[src/rtl/hex8_pkg.sv]
// Shared constants and types for the hex8 core and its boot loader.
package hex8_pkg;

  localparam int HEX8_ADDR_W = 8;
  localparam int HEX8_DATA_W = 8;

  typedef enum logic [2:0] {
    S_LEN,
    S_DATA,
    S_CSUM,
    S_HOLD,
    S_RUN
  } loader_state_t;

endpackage

[src/rtl/hex8_loader.sv]
// Boot loader: receives LEN / data / CSUM frames, writes the image into hex8
// memory and releases the core's reset once the checksum is good.
module hex8_loader
  import hex8_pkg::*;
#(
  parameter logic [HEX8_ADDR_W-1:0] LOAD_BASE  = 8'h00,
  parameter int                     RESET_HOLD = 2
) (
  input  logic                   clk,
  input  logic                   reset,
  input  logic                   in_valid,
  input  logic [HEX8_DATA_W-1:0] in_data,
  output logic                   in_ready,
  output logic                   mem_we,
  output logic [HEX8_ADDR_W-1:0] mem_addr,
  output logic [HEX8_DATA_W-1:0] mem_wdata,
  output logic                   cpu_reset,
  output logic                   done,
  output logic                   error
);

  loader_state_t state, state_d;
  logic [8:0] cnt, cnt_d;
  logic [HEX8_ADDR_W-1:0] idx, idx_d;
  logic [HEX8_DATA_W-1:0] sum, sum_d, csum_total;
  logic [3:0] hold, hold_d;
  logic error_d, we_d;
  logic [HEX8_ADDR_W-1:0] addr_d;
  logic [HEX8_DATA_W-1:0] wdata_d;
  logic xfer;

  assign in_ready   = (state == S_LEN) || (state == S_DATA) || (state == S_CSUM);
  assign xfer       = in_valid && in_ready;
  assign cpu_reset  = (state != S_RUN);
  assign done       = (state == S_RUN);
  assign csum_total = sum + in_data;

  always_ff @(posedge clk) begin
    if (reset) begin
      state     <= S_LEN;
      cnt       <= '0;
      idx       <= '0;
      sum       <= '0;
      hold      <= '0;
      error     <= 1'b0;
      mem_we    <= 1'b0;
      mem_addr  <= '0;
      mem_wdata <= '0;
    end else begin
      state     <= state_d;
      cnt       <= cnt_d;
      idx       <= idx_d;
      sum       <= sum_d;
      hold      <= hold_d;
      error     <= error_d;
      mem_we    <= we_d;
      mem_addr  <= addr_d;
      mem_wdata <= wdata_d;
    end
  end

  // The write port is registered: a data byte taken on this edge is written next cycle.
  always_comb begin
    state_d = state;
    cnt_d   = cnt;
    idx_d   = idx;
    sum_d   = sum;
    hold_d  = hold;
    error_d = error;
    we_d    = 1'b0;
    addr_d  = mem_addr;
    wdata_d = mem_wdata;
    case (state)
      S_LEN: begin
        if (xfer) begin
          cnt_d   = (in_data == '0) ? 9'd256 : {1'b0, in_data};
          sum_d   = '0;
          idx_d   = '0;
          error_d = 1'b0;
          state_d = S_DATA;
        end
      end
      S_DATA: begin
        if (xfer) begin
          sum_d   = csum_total;
          idx_d   = idx + 8'd1;
          cnt_d   = cnt - 9'd1;
          we_d    = 1'b1;
          addr_d  = LOAD_BASE + idx;
          wdata_d = in_data;
          if (cnt == 9'd1) state_d = S_CSUM;
        end
      end
      S_CSUM: begin
        if (xfer) begin
          if (csum_total == '0) begin
            hold_d  = 4'(RESET_HOLD);
            state_d = S_HOLD;
          end else begin
            error_d = 1'b1;
            state_d = S_LEN;
          end
        end
      end
      S_HOLD: begin
        hold_d = hold - 4'd1;
        if (hold == 4'd1) state_d = S_RUN;
      end
      S_RUN: begin
        state_d = S_RUN;
      end
      default: state_d = S_LEN;
    endcase
  end

endmodule

[config.mk]
export PLATFORM = sky130hd
export DESIGN_NAME = hex8_loader
export DESIGN_NICKNAME = d
export VERILOG_FILES = /design/src/rtl/hex8_pkg.sv /design/src/rtl/hex8_loader.sv
export SDC_FILE = /design/constraint.sdc
export NUM_CORES = 1
export LEC_CHECK = 0
export CAP_MARGIN = 40
export CELL_PAD_IN_SITES_DETAIL_PLACEMENT = 1
export CELL_PAD_IN_SITES_GLOBAL_PLACEMENT = 1
export CORE_MARGIN = 2
export CORE_UTILIZATION = 30
export CTS_BUF_LIST = sky130_fd_sc_hd__clkbuf_8 sky130_fd_sc_hd__clkbuf_16
export CTS_CLUSTER_DIAMETER = 200
export DETAILED_ROUTE_END_ITERATION = 10
export PLACE_DENSITY = 0.66
export SLEW_MARGIN = 20
export SYNTH_ARGS = -nofsm -noshare
export SYNTH_HDL_FRONTEND = slang
export SYNTH_SLANG_ARGS = --single-unit
[constraint.sdc]
create_clock -name clk -period 3.05 [get_ports clk]
set_input_delay 0.4575 -clock clk [delete_from_list [all_inputs] [get_ports clk]]
set_output_delay 0.4575 -clock clk [all_outputs]
set_load 0.01 [all_outputs]
Yosys cells after proc, flatten, opt, wreduce, memory -nomap -nowiden:

Cells that the tools add are included.

* output and inout bits: 21
* flip-flop bits (word level): 50
* logic and storage cells: 67
* input port bits: 11

* muxes and demuxes: 24
* eq/ne operators: 14
* reductions and logical operators: 15
* bitwise operators: 1
* add/subtract/negate cells: 4

Operator list (count)
* 8-bit case mux with 2 select lines: 2
* 9-bit 2-to-1 mux: 3
* 8-bit 2-to-1 mux: 3
* 9-bit case mux with 2 select lines: 1
* 8-bit logical NOT: 2
* 3-bit 2-to-1 mux: 5
* 3-bit case mux with 5 select lines: 1
* 2-bit inequality test (second input constant): 5
* 9-bit by 1-bit == test with 1-bit output (second input constant): 1
* 9-bit by 1-bit subtractor with 9-bit output (second input constant): 1
* 8-bit by 1-bit adder with 8-bit output (second input constant): 1
* 8-bit adder: 1
* 4-bit 2-to-1 mux: 2
* 4-bit case mux with 2 select lines: 1
* 3-bit by 2-bit == test with 1-bit output (second input constant): 2
* 3-bit AND reduction: 2
* 2-bit nonzero test: 3
* 5-bit AND reduction: 1
* 4-bit by 1-bit == test with 1-bit output (second input constant): 1
* 1-bit 2-to-1 mux: 4
* 2-bit by 1-bit inequality test with 1-bit output (second input constant): 2
* 4-bit AND reduction: 1
* 4-bit by 1-bit subtractor with 4-bit output (second input constant): 1
* 3-bit by 1-bit == test with 1-bit output (second input constant): 1
* other kinds (10): 11

Depth between registers and ports, before layout:

* word-level depth: 6
* depth in mapped cells: 9
* gate-level depth less buffers: 8

Worst setup path after synthesis:

No wires, ideal clock.

* path kind: input to register
* start point: input port in_data[0]
* end point: register hold[0]
* setup slack: 0.361 ns
* stages on the path: 9
* data required time: 2.930 ns
* library setup time: 0.120 ns
* arrival: 2.569 ns
* buffers on the path: 1
* cell sequence: ha_1 fa_1 nand3_2 nand2_2 xnor2_1 or4_1 or4_1 buf_2 a211o_1

* longest elaborated chain between the ends: 4

RTL lines
* start, declared: RTL line hex8_loader.sv:12 `input logic [HEX8_DATA_W-1:0] in_data,`
* 8-bit adder: RTL line hex8_loader.sv:36 `assign csum_total = sum + in_data;`
* 8-bit logical NOT: RTL line hex8_loader.sv:96 `if (csum_total == '0) begin`
* 2-bit by 1-bit inequality test with 1-bit output (no line)
* 3-bit AND reduction (no line)
* end signal, assigned: RTL line hex8_loader.sv:54 `hold <= hold_d;`
* end, declared: RTL line hex8_loader.sv:26 `logic [3:0] hold, hold_d;`

Every way passes these cells.
A chain may end at the register's enable or synchronous reset.

Worst setup path after layout:

Same ends and word-level chain as after synthesis.

==> flow_summary_export.csv <==
group,metric,value,unit
outcome,status,"finished clean",
critical_path,rr_worst_depth,8,
placement,dp_hpwl,5390,um
critical_path,cp_data_arrival_time,3100,ps
layout,area_growth,25.9,%
min_path,holdPathStages,2,
critical_path,crit_family,"simple AND/OR/NAND/NOR gates",
power,ir_drop,0.234,mV
placement,gp_congestion,0.793,
power,cellInternalPower,0.000991,W
clock_network,cts_buffer_depth,2,
placement,place_area,3190,um^2
run,timing.max_cap.violations,0,
layout,drive_gt1_frac,0.120,
timing,maxSlewHeadroom,0.658,
floorplanning,start_util,0.314,
synth,yosysWarnings,0,
critical_path,path_class,"input port to flip-flop",
global_routing,grt_pass1_wl,12300,um
global_routing,grt_max_degree,25,
critical_path,timing.rr.end,"hold[0]",
layout,final_cells,479,
layout,postLayoutCellArea,3280,um^2
synth,netlist_area,2600,um^2
route,antenna_left,0,
layout,num-fill-cells,1007,
floorplanning,die-height,97.2,um
synth,synthCells,324,
clock_network,postCtsHoldBufs,0,
clock_network,htree_levels,2,
clock_network,cts_root_buffer,"clkbuf_8",
clock_network,clk-insertion-delay-late,300,ps
timing,fmax,345,MHz
timing,fin_crit_sh,0.951,
synth,synth-main-ff-cell,"dfxtp_1",
critical_path,crit_required,3250,ps
placement,placed_cells,472,
critical_path,r2r_start,"sum[0]",
power,p_clk_frac,0.271,
timing,fin_ws,151,ps
timing,hold_violations,0,
synth,synth_nets,348,
global_routing,grt_overflow,0,
layout,final_nets,398,
min_path,hold_start,"mem_wdata[0]",
power,cellPowerDensity,438,nW/um^2
placement,portBuffers,31,
global_routing,first_global_vias,2480,
layout,finish.utilization,0.395,
timing,worst_pin_slew,512,ps
synth,synth-edff-count,0,
synth,ys_top_cells_by_area,"dfxtp_1 (38%), nand2_1 (6.9%), a21oi_1 (6.7%)",
clock_network,cts_tree,"done",
synth,yosys_register_bits,50,
route,drt_first_pass_iters,4,
timing,fin_crit,2900,ps
power,p_sw,0.000446,W
clock_network,numCtsBuffers,5,
timing,setup_viol,0,
global_routing,grt_usage,0.157,
min_path,hold_path_end,"mem_wdata[0]",
synth,avgSynthCellArea,8.04,um^2
critical_path,slowest_stage,"or4_4",
placement,post-place-ws,-296,ps
floorplanning,die-area,9440,um^2
route,wirelength,7150,um
synth,yosysTopAreaCell,"dfxtp_1",
critical_path,startpoint_type,"input port",
critical_path,path_cells,"clkdlybuf4s50_1, ha_1, fa_1, nand3_2, nand2_2, xnor2_1, or4_1, or4_4, a211o_1",
critical_path,path_buf_inv,1,
floorplanning,rows,33,
synth,synthArstFlopShare,0,
floorplanning,ios,32,
route,vias,2463,
route,drt_iter0_markers,79,
route,avgViaCountPerCell,5.14,
critical_path,cp-end-kind,"flip-flop",
power,pwr-share-comb,0.225,
power,seq_power_share,0.504,
min_path,min_path_type,"flip-flop to flip-flop",
timing,maxSlewViolCount,0,
clock_network,cts.sinks,50,
floorplanning,core_area,8300,um^2
timing,skew,5.29,ps
route,wl_per_cell,14.9,um
synth,ys_seq_area_frac,0.384,
critical_path,max_stage_delay,550,ps
clock_network,clk_pin_slew_worst_paths,90,ps
floorplanning,die_w,97.2,um
power,power.share.switching,0.310,
synth,synth_top_area_frac,0.384,
route,drc,0,
layout,n_antenna_cell,0,
timing,rsz0062_at_grt,"no",
global_routing,antenna_found_initial,0,
critical_path,rrSetupSlack,430,ps
power,power.leakage,1.23,nW
critical_path,crit_fanout,7,
critical_path,startpoint,"in_data[0]",
synth,yosysUniqueCellTypes,55,
power,p_total,0.00144,W
sequential cells by signal, summed over array words and instances, names as in the netlist:
name,cells
idx,8
state,3
cnt,9
hold,4
mem_addr,8
sum,8
mem_we,1
mem_wdata,8
error,1
kinds of logic after synthesis:
kind of cell,synth area share
compound gates,0.210
xor+xnor,0.0437
fa+ha+maj,0.0654
buf+inv,0.0418
flops,0.384
mux,0.0115
simple gates,0.243
stage by stage:
stage,hold WS [ps],TNS (ps)
final,461,0
after global routing,486,0
after CTS,466,0
after detailed placement,451,-1470
after global placement,442,-1080
after floorplan,444,0
synthesized netlist by cell type, types with 3 or more instances:
master / instances
dfxtp_1: 50
nand2_1: 48
nor2_1: 39
a21oi_1: 35
clkbuf_1: 13
a22oi_1: 12
ha_1: 12
inv_1: 12
nand3_1: 9
o21ai_0: 9
xor2_1: 9
nand2b_1: 5
nor3_1: 5
nor4_1: 4
or4_1: 4
xnor2_1: 4
a211oi_1: 3
buf_2: 3
mux2i_1: 3
nand4_1: 3
o211ai_1: 3
power groups by stage:
stage | Combinational, W | Sequential (W) | Clock (W)
2_1_floorplan | 0.000204 | 0.000728 | 0
3_3_place_gp | 0.000318 | 0.000738 | 0
3_5_place_dp | 0.000324 | 0.000740 | 0
4_1_cts | 0.000327 | 0.000724 | 0.000410
5_1_grt | 0.000364 | 0.000730 | 0.000437
6_report | 0.000323 | 0.000724 | 0.000390
cell type report:
| cell class | count | area [um^2] | area share |
|---|---|---|---|
| inverter | 12 | 45.0 | 0.0137 |
| multi-input combinational | 246 | 1500 | 0.457 |
| tap | 105 | 131 | 0.0401 |
| timing repair buffer | 59 | 520 | 0.159 |
| clock buffer | 5 | 68.8 | 0.0210 |
| sequential | 50 | 1000 | 0.305 |
| clock inverter | 2 | 13.8 | 0.00420 |
routing by layer:
| metal | global-route usage | wire length (um) |
|---|---|---|
| met2 | 0.260 | 3320 |
| met5 | 0 | 0 |
| met4 | 0.0390 | 78 |
| met1 | 0.212 | 3600 |
| met3 | 0.0288 | 144 |
tightest hold or removal path: stages (launching register included):
cell and delay [ps]:
dfxtp_1 320, nand2_1 50, a21oi_1 50
worst max path at each step:
| stage | depth (start not counted) | to |
|---|---|---|
| final | 9 | hold[0] |
| after floorplan | 9 | hold[0] |
| after CTS | 9 | hold[0] |
| after detailed placement | 9 | hold[0] |
| after global placement | 9 | hold[0] |
| after global routing | 9 | hold[0] |
layout by cell type, fill, tap and decap left out, drive strengths merged, types with 5 or more instances in the layout:
cell / instances
a21oi: 36
a22oi: 12
buf: 28
clkbuf: 5
clkdlybuf4s50: 31
dfxtp: 50
ha: 12
inv: 13
nand2: 49
nand2b: 5
nand3: 10
nor2: 39
nor3: 6
o21ai: 10
xor2: 9
what timing repair did:
action | CTS | global route
buffers inserted | 0 | 0
setup endpoints to repair | 0 | 3
gates resized for setup | 0 | 1
(Power assumes the default switching activity.)
